==> src/rtl/ps2_key_ctrl.sv <==
// PS/2 scan-code consumer: pops bytes from the keyboard receiver FIFO,
// decodes make / break (F0) / extended (E0) sequences and tracks the held key.
module ps2_key_ctrl #(
  parameter int GAP_CYCLES = 2,
  parameter int COUNT_W    = 8
) (
  input  logic               clk,
  input  logic               clr,
  input  logic               ready,
  input  logic [7:0]         data,
  input  logic               overflow,
  output logic               nextdata_n,
  output logic [7:0]         key_code,
  output logic               key_ext,
  output logic               key_valid,
  output logic               new_key,
  output logic [COUNT_W-1:0] press_count,
  output logic               ovf_seen
);

  typedef enum logic [1:0] {IDLE, POP, GAP} state_t;

  localparam logic [3:0] GAP_LAST = 4'(GAP_CYCLES - 1);

  state_t             state_q, state_d;
  logic [3:0]         cnt_q, cnt_d;
  logic               nextdata_n_q, nextdata_n_d;
  logic [7:0]         key_code_q, key_code_d;
  logic               key_ext_q, key_ext_d;
  logic               key_valid_q, key_valid_d;
  logic               new_key_q, new_key_d;
  logic [COUNT_W-1:0] press_count_q, press_count_d;
  logic               ovf_seen_q, ovf_seen_d;
  logic               brk_pend_q, brk_pend_d;
  logic               ext_pend_q, ext_pend_d;
  logic               match;

  // Incoming byte refers to the key currently being tracked (same code and prefix).
  assign match = key_valid_q && (data == key_code_q) && (ext_pend_q == key_ext_q);

  // Next-state logic: handshake sequencing plus scan-code decode on each captured byte.
  always_comb begin
    state_d       = state_q;
    cnt_d         = cnt_q;
    key_code_d    = key_code_q;
    key_ext_d     = key_ext_q;
    key_valid_d   = key_valid_q;
    new_key_d     = 1'b0;
    press_count_d = press_count_q;
    ovf_seen_d    = ovf_seen_q | overflow;
    brk_pend_d    = brk_pend_q;
    ext_pend_d    = ext_pend_q;

    case (state_q)
      IDLE: begin
        if (ready) begin
          state_d = POP;
          if (data == 8'hE0) begin
            ext_pend_d = 1'b1;
          end else if (data == 8'hF0) begin
            brk_pend_d = 1'b1;
          end else begin
            brk_pend_d = 1'b0;
            ext_pend_d = 1'b0;
            if (brk_pend_q) begin
              // Release: only a release of the tracked key drops key_valid.
              if (match) key_valid_d = 1'b0;
            end else if (!match) begin
              // Fresh make; a matching make is typematic repeat and is ignored.
              key_code_d    = data;
              key_ext_d     = ext_pend_q;
              key_valid_d   = 1'b1;
              new_key_d     = 1'b1;
              press_count_d = press_count_q + COUNT_W'(1);
            end
          end
        end
      end
      POP: begin
        state_d = GAP;
        cnt_d   = 4'd0;
      end
      GAP: begin
        // Hold off so the receiver's pointer and ready flag settle after the pop.
        if (cnt_q == GAP_LAST) state_d = IDLE;
        else                   cnt_d   = cnt_q + 4'd1;
      end
      default: state_d = IDLE;
    endcase

    // Registered pop strobe: low exactly while the FSM sits in POP.
    nextdata_n_d = (state_d != POP);
  end

  // State register with synchronous clear.
  always_ff @(posedge clk) begin
    if (clr) begin
      state_q       <= IDLE;
      cnt_q         <= 4'd0;
      nextdata_n_q  <= 1'b1;
      key_code_q    <= 8'h00;
      key_ext_q     <= 1'b0;
      key_valid_q   <= 1'b0;
      new_key_q     <= 1'b0;
      press_count_q <= '0;
      ovf_seen_q    <= 1'b0;
      brk_pend_q    <= 1'b0;
      ext_pend_q    <= 1'b0;
    end else begin
      state_q       <= state_d;
      cnt_q         <= cnt_d;
      nextdata_n_q  <= nextdata_n_d;
      key_code_q    <= key_code_d;
      key_ext_q     <= key_ext_d;
      key_valid_q   <= key_valid_d;
      new_key_q     <= new_key_d;
      press_count_q <= press_count_d;
      ovf_seen_q    <= ovf_seen_d;
      brk_pend_q    <= brk_pend_d;
      ext_pend_q    <= ext_pend_d;
    end
  end

  assign nextdata_n  = nextdata_n_q;
  assign key_code    = key_code_q;
  assign key_ext     = key_ext_q;
  assign key_valid   = key_valid_q;
  assign new_key     = new_key_q;
  assign press_count = press_count_q;
  assign ovf_seen    = ovf_seen_q;

endmodule

==> config.mk <==
export PLATFORM = sky130hd
export DESIGN_NAME = ps2_key_ctrl
export DESIGN_NICKNAME = d
export VERILOG_FILES = /design/src/rtl/ps2_key_ctrl.sv
export SDC_FILE = /design/constraint.sdc
export NUM_CORES = 1
export LEC_CHECK = 0
export CELL_PAD_IN_SITES_DETAIL_PLACEMENT = 2
export CELL_PAD_IN_SITES_GLOBAL_PLACEMENT = 2
export CORE_UTILIZATION = 30
export CTS_BUF_LIST = sky130_fd_sc_hd__clkbuf_8
export CTS_CLUSTER_DIAMETER = 200
export DETAILED_ROUTE_END_ITERATION = 8
export GPL_TIMING_DRIVEN = 0
export PLACE_DENSITY = 0.78
export SYNTH_ARGS = -nofsm -noshare
export SYNTH_HDL_FRONTEND = slang
export SYNTH_SLANG_ARGS = --single-unit
==> constraint.sdc <==
create_clock -name clk -period 2.6 [get_ports clk]
set_input_delay 0.26 -clock clk [delete_from_list [all_inputs] [get_ports clk]]
set_output_delay 0.26 -clock clk [all_outputs]
set_load 0.02 [all_outputs]
==> results_dict.tcl, run 1 <==
set metrics [dict create \
    status "complete, no violations" \
    reg2reg_from "key_code[5]$_SDFFE_PP0P_" \
    worst_pin_slew_ps 591 \
    drc 0 \
    setup_ws_ps 218 \
    drt.antenna.violating_nets 0 \
    dp_slack_ps -93.6 \
    ios 33 \
    power.density_mw_per_mm2 581 \
    worstHoldStart "brk_pend_q$_SDFFE_PP0P_" \
    drt_iter0_markers 16 \
    cts_tree "built" \
    track_usage_pct 17.9 \
    wirelength_um 3480 \
    seq_area_frac_synth_pct 44.3 \
    peakVddDrop_uv 239 \
    instances_no_fill 228 \
    crit_family "buffers and inverters" \
    cpMaxStageDelayCell "clkdlybuf4s50_1" \
    start_util_pct 32.1 \
    vias_per_cell 4.97 \
    detail_route.first_pass.iterations 4 \
    synth.yosys.warnings 0 \
    syn_to_final_growth_pct 35.3 \
    finalMaxSlewViolations 0 \
    postCtsSetupRepairBufs 0 \
    drv_cap 0 \
    dp.cells 220 \
    numPortBuffers 32 \
    die_h_um 68.1 \
    clockRootBuffer "clkbuf_8" \
    synth_area_mm2 0.00131 \
    cts_buffers 5 \
    hold_violations 0 \
    grt_pass1_wl_um 5830 \
    cp-end-kind "register" \
    core_mm2 0.00409 \
    syn_inst 138 \
    clk_latency_ps 280 \
    cts_max_path_buffers 2 \
    gr-total-overflow 0 \
    hold_depth 1 \
    path_cells "clkdlybuf4s50_1 -> xor2_1 -> nor4_1 -> nand4_1 -> ha_1 -> nand4bb_1 -> a21oi_1 -> buf_2 -> mux2i_1 -> nor2_1" \
    fin_crit_ps 2380 \
    finalCritPeriodShare_pct 91.6 \
    die_w_um 68.1 \
    rows 23 \
    cpPeakStageDelay_ps 530 \
    final.setup.tns_ps 0 \
    utilization_pct 43.4 \
    fillCellCount 448 \
    finalSetupViolCount 0 \
    r2r_cells 9 \
    final_common_cell "clkdlybuf4s50_1" \
    critPathKind "in -> reg" \
    min_to "new_key$_SDFF_PP0_" \
    fmax_mhz 420 \
    cp.required_ps 2760 \
    grt_pass1_vias 1250 \
    skew_ps 3.11 \
    layout.nets 193 \
    rrSetupSlack_ps 370 \
    n_antenna_cell 0 \
    critical_path_buf_inv_count 2 \
    rsz0062_at_grt "false" \
    antenna_found_initial 0 \
    leakage_nw 0.700 \
    final_cell_mix "32 x clkdlybuf4s50_1, 29 x dfxtp_1, 21 x nor2_1" \
    drive_gt1_share_pct 7.30 \
    synth_cell_types 33 \
    max_slew_margin_pct 60.5 \
    dp_hpwl_um 2640 \
    fin_total_pwr_w 0.00103 \
    ys_seq_elements 29 \
    worstPathMaxFanout 10 \
    die_area_mm2 0.00464 \
    cts_max_level 2 \
    syn-num-nets 154 \
    worst_ep_arrival_time_ps 2540 \
    gp_congestion 0.707 \
    cts.repair.resized 0 \
    hold_buffers 0 \
    startpoint_type "input pin" \
    grt_max_degree 11 \
    hold_class "reg -> reg" \
    num_vias 1133 \
    syn_avg_cell_area_um2 9.50 \
    clock-sinks 29 \
    clkTransAtPathRegs_ps 60 \
    rr_endpoint "key_code[0]$_SDFFE_PP0P_" \
    post_drt_wl_per_cell_um 15.2 \
]
## stage by stage
step | cell area [um^2] | hold WS, ps
global placement | 1690 | 435
floorplan | 1310 | 381
finish | 1770 | 474
global route | 1770 | 499
CTS | 1770 | 479
detailed placement | 1690 | 464
## cell usage after synthesis
master / number / area (um^2)
dfxtp_1: 29 / 581
nor2_1: 21 / 78.8
mux2i_1: 11 / 110
xor2_1: 10 / 87.6
a21oi_1: 8 / 40.0
inv_1: 6 / 22.5
ha_1: 4 / 50.1
nand3_1: 4 / 20.0
nand4_1: 4 / 25.0
nor2b_1: 3 / 18.8
nor3_1: 3 / 15.0
nor4_1: 3 / 18.8
o21ai_0: 3 / 15.0
xnor2_1: 3 / 26.3
a211oi_1: 2 / 15.0
clkbuf_1: 2 / 7.51
mux2_2: 2 / 22.5
nor3b_1: 2 / 15.0
o31ai_1: 2 / 15.0
or3_1: 2 / 12.5
or4_1: 2 / 15.0
a21o_4: 1 / 15.0
and2_1: 1 / 6.26
and2b_1: 1 / 7.51
and4bb_2: 1 / 12.5
buf_1: 1 / 3.75
buf_2: 1 / 5.00
nand2_1: 1 / 3.75
nand4bb_1: 1 / 11.3
nor4b_1: 1 / 8.76
or2_2: 1 / 6.26
or3b_2: 1 / 8.76
or3b_4: 1 / 11.3
## layer usage
metal	track usage [%]	up-vias	wire length, um
met4	7.81	0	60
met1	20.6	539	1590
li1	-	559	-
met5	0	-	0
met3	6.67	5	143
met2	29.4	30	1680
## worst max-delay path by stage
stage / startpoint / endpoint / slack (ps) / depth (start not counted)
floorplan: key_code[6]$_SDFFE_PP0P_ / key_code[3]$_SDFFE_PP0P_ / 650 / 9
global placement: data[6] / key_code[5]$_SDFFE_PP0P_ / -50 / 10
detailed placement: data[6] / key_code[7]$_SDFFE_PP0P_ / -90 / 10
CTS: data[6] / key_code[7]$_SDFFE_PP0P_ / 200 / 10
global route: data[6] / press_count[1]$_SDFFE_PP0P_ / 50 / 10
finish: data[6] / key_code[0]$_SDFFE_PP0P_ / 220 / 10
## state kept, by name, indices dropped and copies added (netlist names)
| name | flops |
|---|---|
| key_valid | 1 |
| brk_pend_q | 1 |
| ovf_seen | 1 |
| nextdata_n | 1 |
| new_key | 1 |
| state_q | 2 |
| press_count | 8 |
| key_ext | 1 |
| cnt_q | 4 |
| key_code | 8 |
| ext_pend_q | 1 |
## layout make-up
cell class                 count  area [um^2]  area share [%]
multi-input combinational     99          692            39.0
sequential                    29          581            32.7
timing repair buffer          32          320            18.1
clock buffer                   5         68.8            3.88
tap                           50         62.6            3.53
inverter                       6         22.5            1.27
buffer                         4         16.3           0.917
clock inverter                 3         11.3           0.635
## where the power goes
group	total, W	switching, W	internal [W]
Clock	0.000348	0.000171	0.000178
Combinational	0.000191	0.0000978	0.0000928
Sequential	0.000491	0.0000226	0.000469
## cells by family after synthesis
kind of cell,share of synthesized area (%)
AO/OA/AOI/OAI,7.63
XOR/XNOR,8.68
adder cells (fa/ha/maj),3.82
buffers and inverters,2.96
flip-flops,44.3
multiplexers,10.1
AND/OR/NAND/NOR,22.5
Note: power is estimated with default switching activity, not from simulation.
==> run 2, diff against run 1 <==
--- a/config.mk
+++ b/config.mk
@@ -12,6 +12,7 @@
 export CTS_CLUSTER_DIAMETER = 200
 export DETAILED_ROUTE_END_ITERATION = 8
 export GPL_TIMING_DRIVEN = 0
+export HOLD_SLACK_MARGIN = 0.15
 export PLACE_DENSITY = 0.78
 export SYNTH_ARGS = -nofsm -noshare
 export SYNTH_HDL_FRONTEND = slang
==> results of run 2 <==
The final DEF is identical to that of run 1; final timing and power are the same.
==> run 3, diff against run 2 <==
==> constraint.sdc (replaced) <==
create_clock -name clk -period 2.4 [get_ports clk]
set_input_delay 0.24 -clock clk [delete_from_list [all_inputs] [get_ports clk]]
set_output_delay 0.24 -clock clk [all_outputs]
set_load 0.02 [all_outputs]
==> results_dict.tcl, run 3 (synthesis results as in run 1) <==
set metrics [dict create \
    clk_latency_ps 280 \
    grt_pass1_vias 1250 \
    fin_total_pwr_w 0.00112 \
    hold_class "reg -> reg" \
    core_mm2 0.00409 \
    num_vias 1131 \
    rsz0062_at_grt "false" \
    ios 33 \
    power.density_mw_per_mm2 628 \
    clock-sinks 29 \
    final.setup.tns_ps 0 \
    critPathKind "in -> reg" \
    antenna_found_initial 0 \
    drive_gt1_share_pct 7.87 \
    rows 23 \
    cp-end-kind "register" \
    dp_hpwl_um 2640 \
    status "complete, no violations" \
    skew_ps 3.11 \
    cts_buffers 5 \
    fin_crit_ps 2160 \
    start_util_pct 32.1 \
    drc 0 \
    cts_tree "built" \
    detail_route.first_pass.iterations 4 \
    finalMaxSlewViolations 0 \
    cpPeakStageDelay_ps 530 \
    cts_max_level 2 \
    die_h_um 68.1 \
    wirelength_um 3480 \
    cp.required_ps 2560 \
    track_usage_pct 17.9 \
    combPwrFrac_pct 18.6 \
    pwr-share-seq_pct 47.6 \
    gp_congestion 0.707 \
    crit_family "buffers and inverters" \
    r2r_cells 9 \
    gr-total-overflow 0 \
    clockRootBuffer "clkbuf_8" \
    path_cells "clkdlybuf4s50_1 -> xor2_1 -> nor4_1 -> nand4_1 -> ha_1 -> nand4bb_1 -> a21oi_2 -> buf_4 -> mux2i_1 -> nor2_1" \
    place_area_mm2 0.00169 \
    p_sw_w 0.000316 \
    utilization_pct 43.6 \
    hold_violations 0 \
    postCtsSetupRepairBufs 0 \
    hold_depth 1 \
    max_slew_margin_pct 55.8 \
    path_depth 10 \
    post_drt_wl_per_cell_um 15.3 \
    vias_per_cell 4.96 \
    p_clk_share_pct 33.8 \
    worst_ep_arrival_time_ps 2320 \
    hold_ws_ps 474 \
    cpMaxStageDelayCell "clkdlybuf4s50_1" \
    drt.antenna.violating_nets 0 \
    final_cell_mix "32 x clkdlybuf4s50_1, 29 x dfxtp_1, 21 x nor2_1" \
    die_w_um 68.1 \
    finalSetupViolCount 0 \
    startpoint_type "input pin" \
    worst_pin_slew_ps 662 \
    syn_to_final_growth_pct 35.8 \
    die_area_mm2 0.00464 \
    drt_iter0_markers 16 \
    drv_cap 0 \
    worstPathMaxFanout 10 \
    numPortBuffers 32 \
    leakage_nw 0.700 \
    finalCritPeriodShare_pct 90.0 \
    n_antenna_cell 0 \
    fmax_mhz 463 \
    grt_max_degree 11 \
    grt_pass1_wl_um 5830 \
    intPower_w 0.000802 \
    final_area_mm2 0.00178 \
    peakVddDrop_uv 259 \
    switching_share_pct 28.2 \
    critical_path_buf_inv_count 2 \
    cts_max_path_buffers 2 \
    clkTransAtPathRegs_ps 60 \
    layout.nets 193 \
    final_common_cell "clkdlybuf4s50_1" \
]
==> run 3: cell counts in the layout (fill, tap and decap cells not counted) <==
Identical to the previous run, type by type.
==> run 3: path summary, 6_finish.rpt <==
check                                             start                  endpoint  slack, ps
worst max-delay path                            data[6]  key_code[0]$_SDFFE_PP0P_        240
worst min-delay path            brk_pend_q$_SDFFE_PP0P_        new_key$_SDFF_PP0_        470
worst max register to register  ext_pend_q$_SDFFE_PP0P_  key_code[3]$_SDFFE_PP0P_        350
worst min register to register  brk_pend_q$_SDFFE_PP0P_        new_key$_SDFF_PP0_        470
==> run 3: routing by layer <==
layer  GRT usage (%)  up-vias  wire length (um)
met2            29.4       30              1690
met4            7.81        0                60
met5               0        -                 0
li1                -      558                 -
met3            6.67        5               143
met1            20.6      538              1590
==> run 3: power groups by stage <==
stage	combinational (W)	sequential, W	clock (W)
2_1_floorplan	0.0000935	0.000563	0
3_3_place_gp	0.000201	0.000541	0
3_5_place_dp	0.000207	0.000543	0
4_1_cts	0.000209	0.000533	0.000389
5_1_grt	0.000226	0.000536	0.000420
6_report	0.000208	0.000532	0.000377
==> run 3: metrics by stage <==
step | std cells | setup slack [ps]
after floorplan | 138 | 448
after global routing | 228 | 71.2
after global placement | 220 | -230
after detailed placement | 220 | -274
after CTS | 228 | 18.8
final | 228 | 239
==> run 3: cell type report <==
cell class | count | area [um^2]
fill | 447 | 2310
multi-input combinational | 99 | 696
sequential | 29 | 581
timing repair buffer | 32 | 320
clock buffer | 5 | 68.8
tap | 50 | 62.6
inverter | 6 | 22.5
buffer | 4 | 18.8
clock inverter | 3 | 11.3
==> run 3: repair_timing <==
action,4_1_cts,5_1_grt
endpoints found under the setup margin,0,10
gates resized for setup,0,3
hold buffers,0,0
==> run 3: worst register-to-register path, cell delays in order (launching register included) <==
cell,delay [ps]
dfxtp_1,330
xor2_1,180
nor4_1,310
nand4_1,170
ha_1,260
nand4bb_1,150
a21oi_2,70
buf_4,240
mux2i_1,160
nor2_1,60
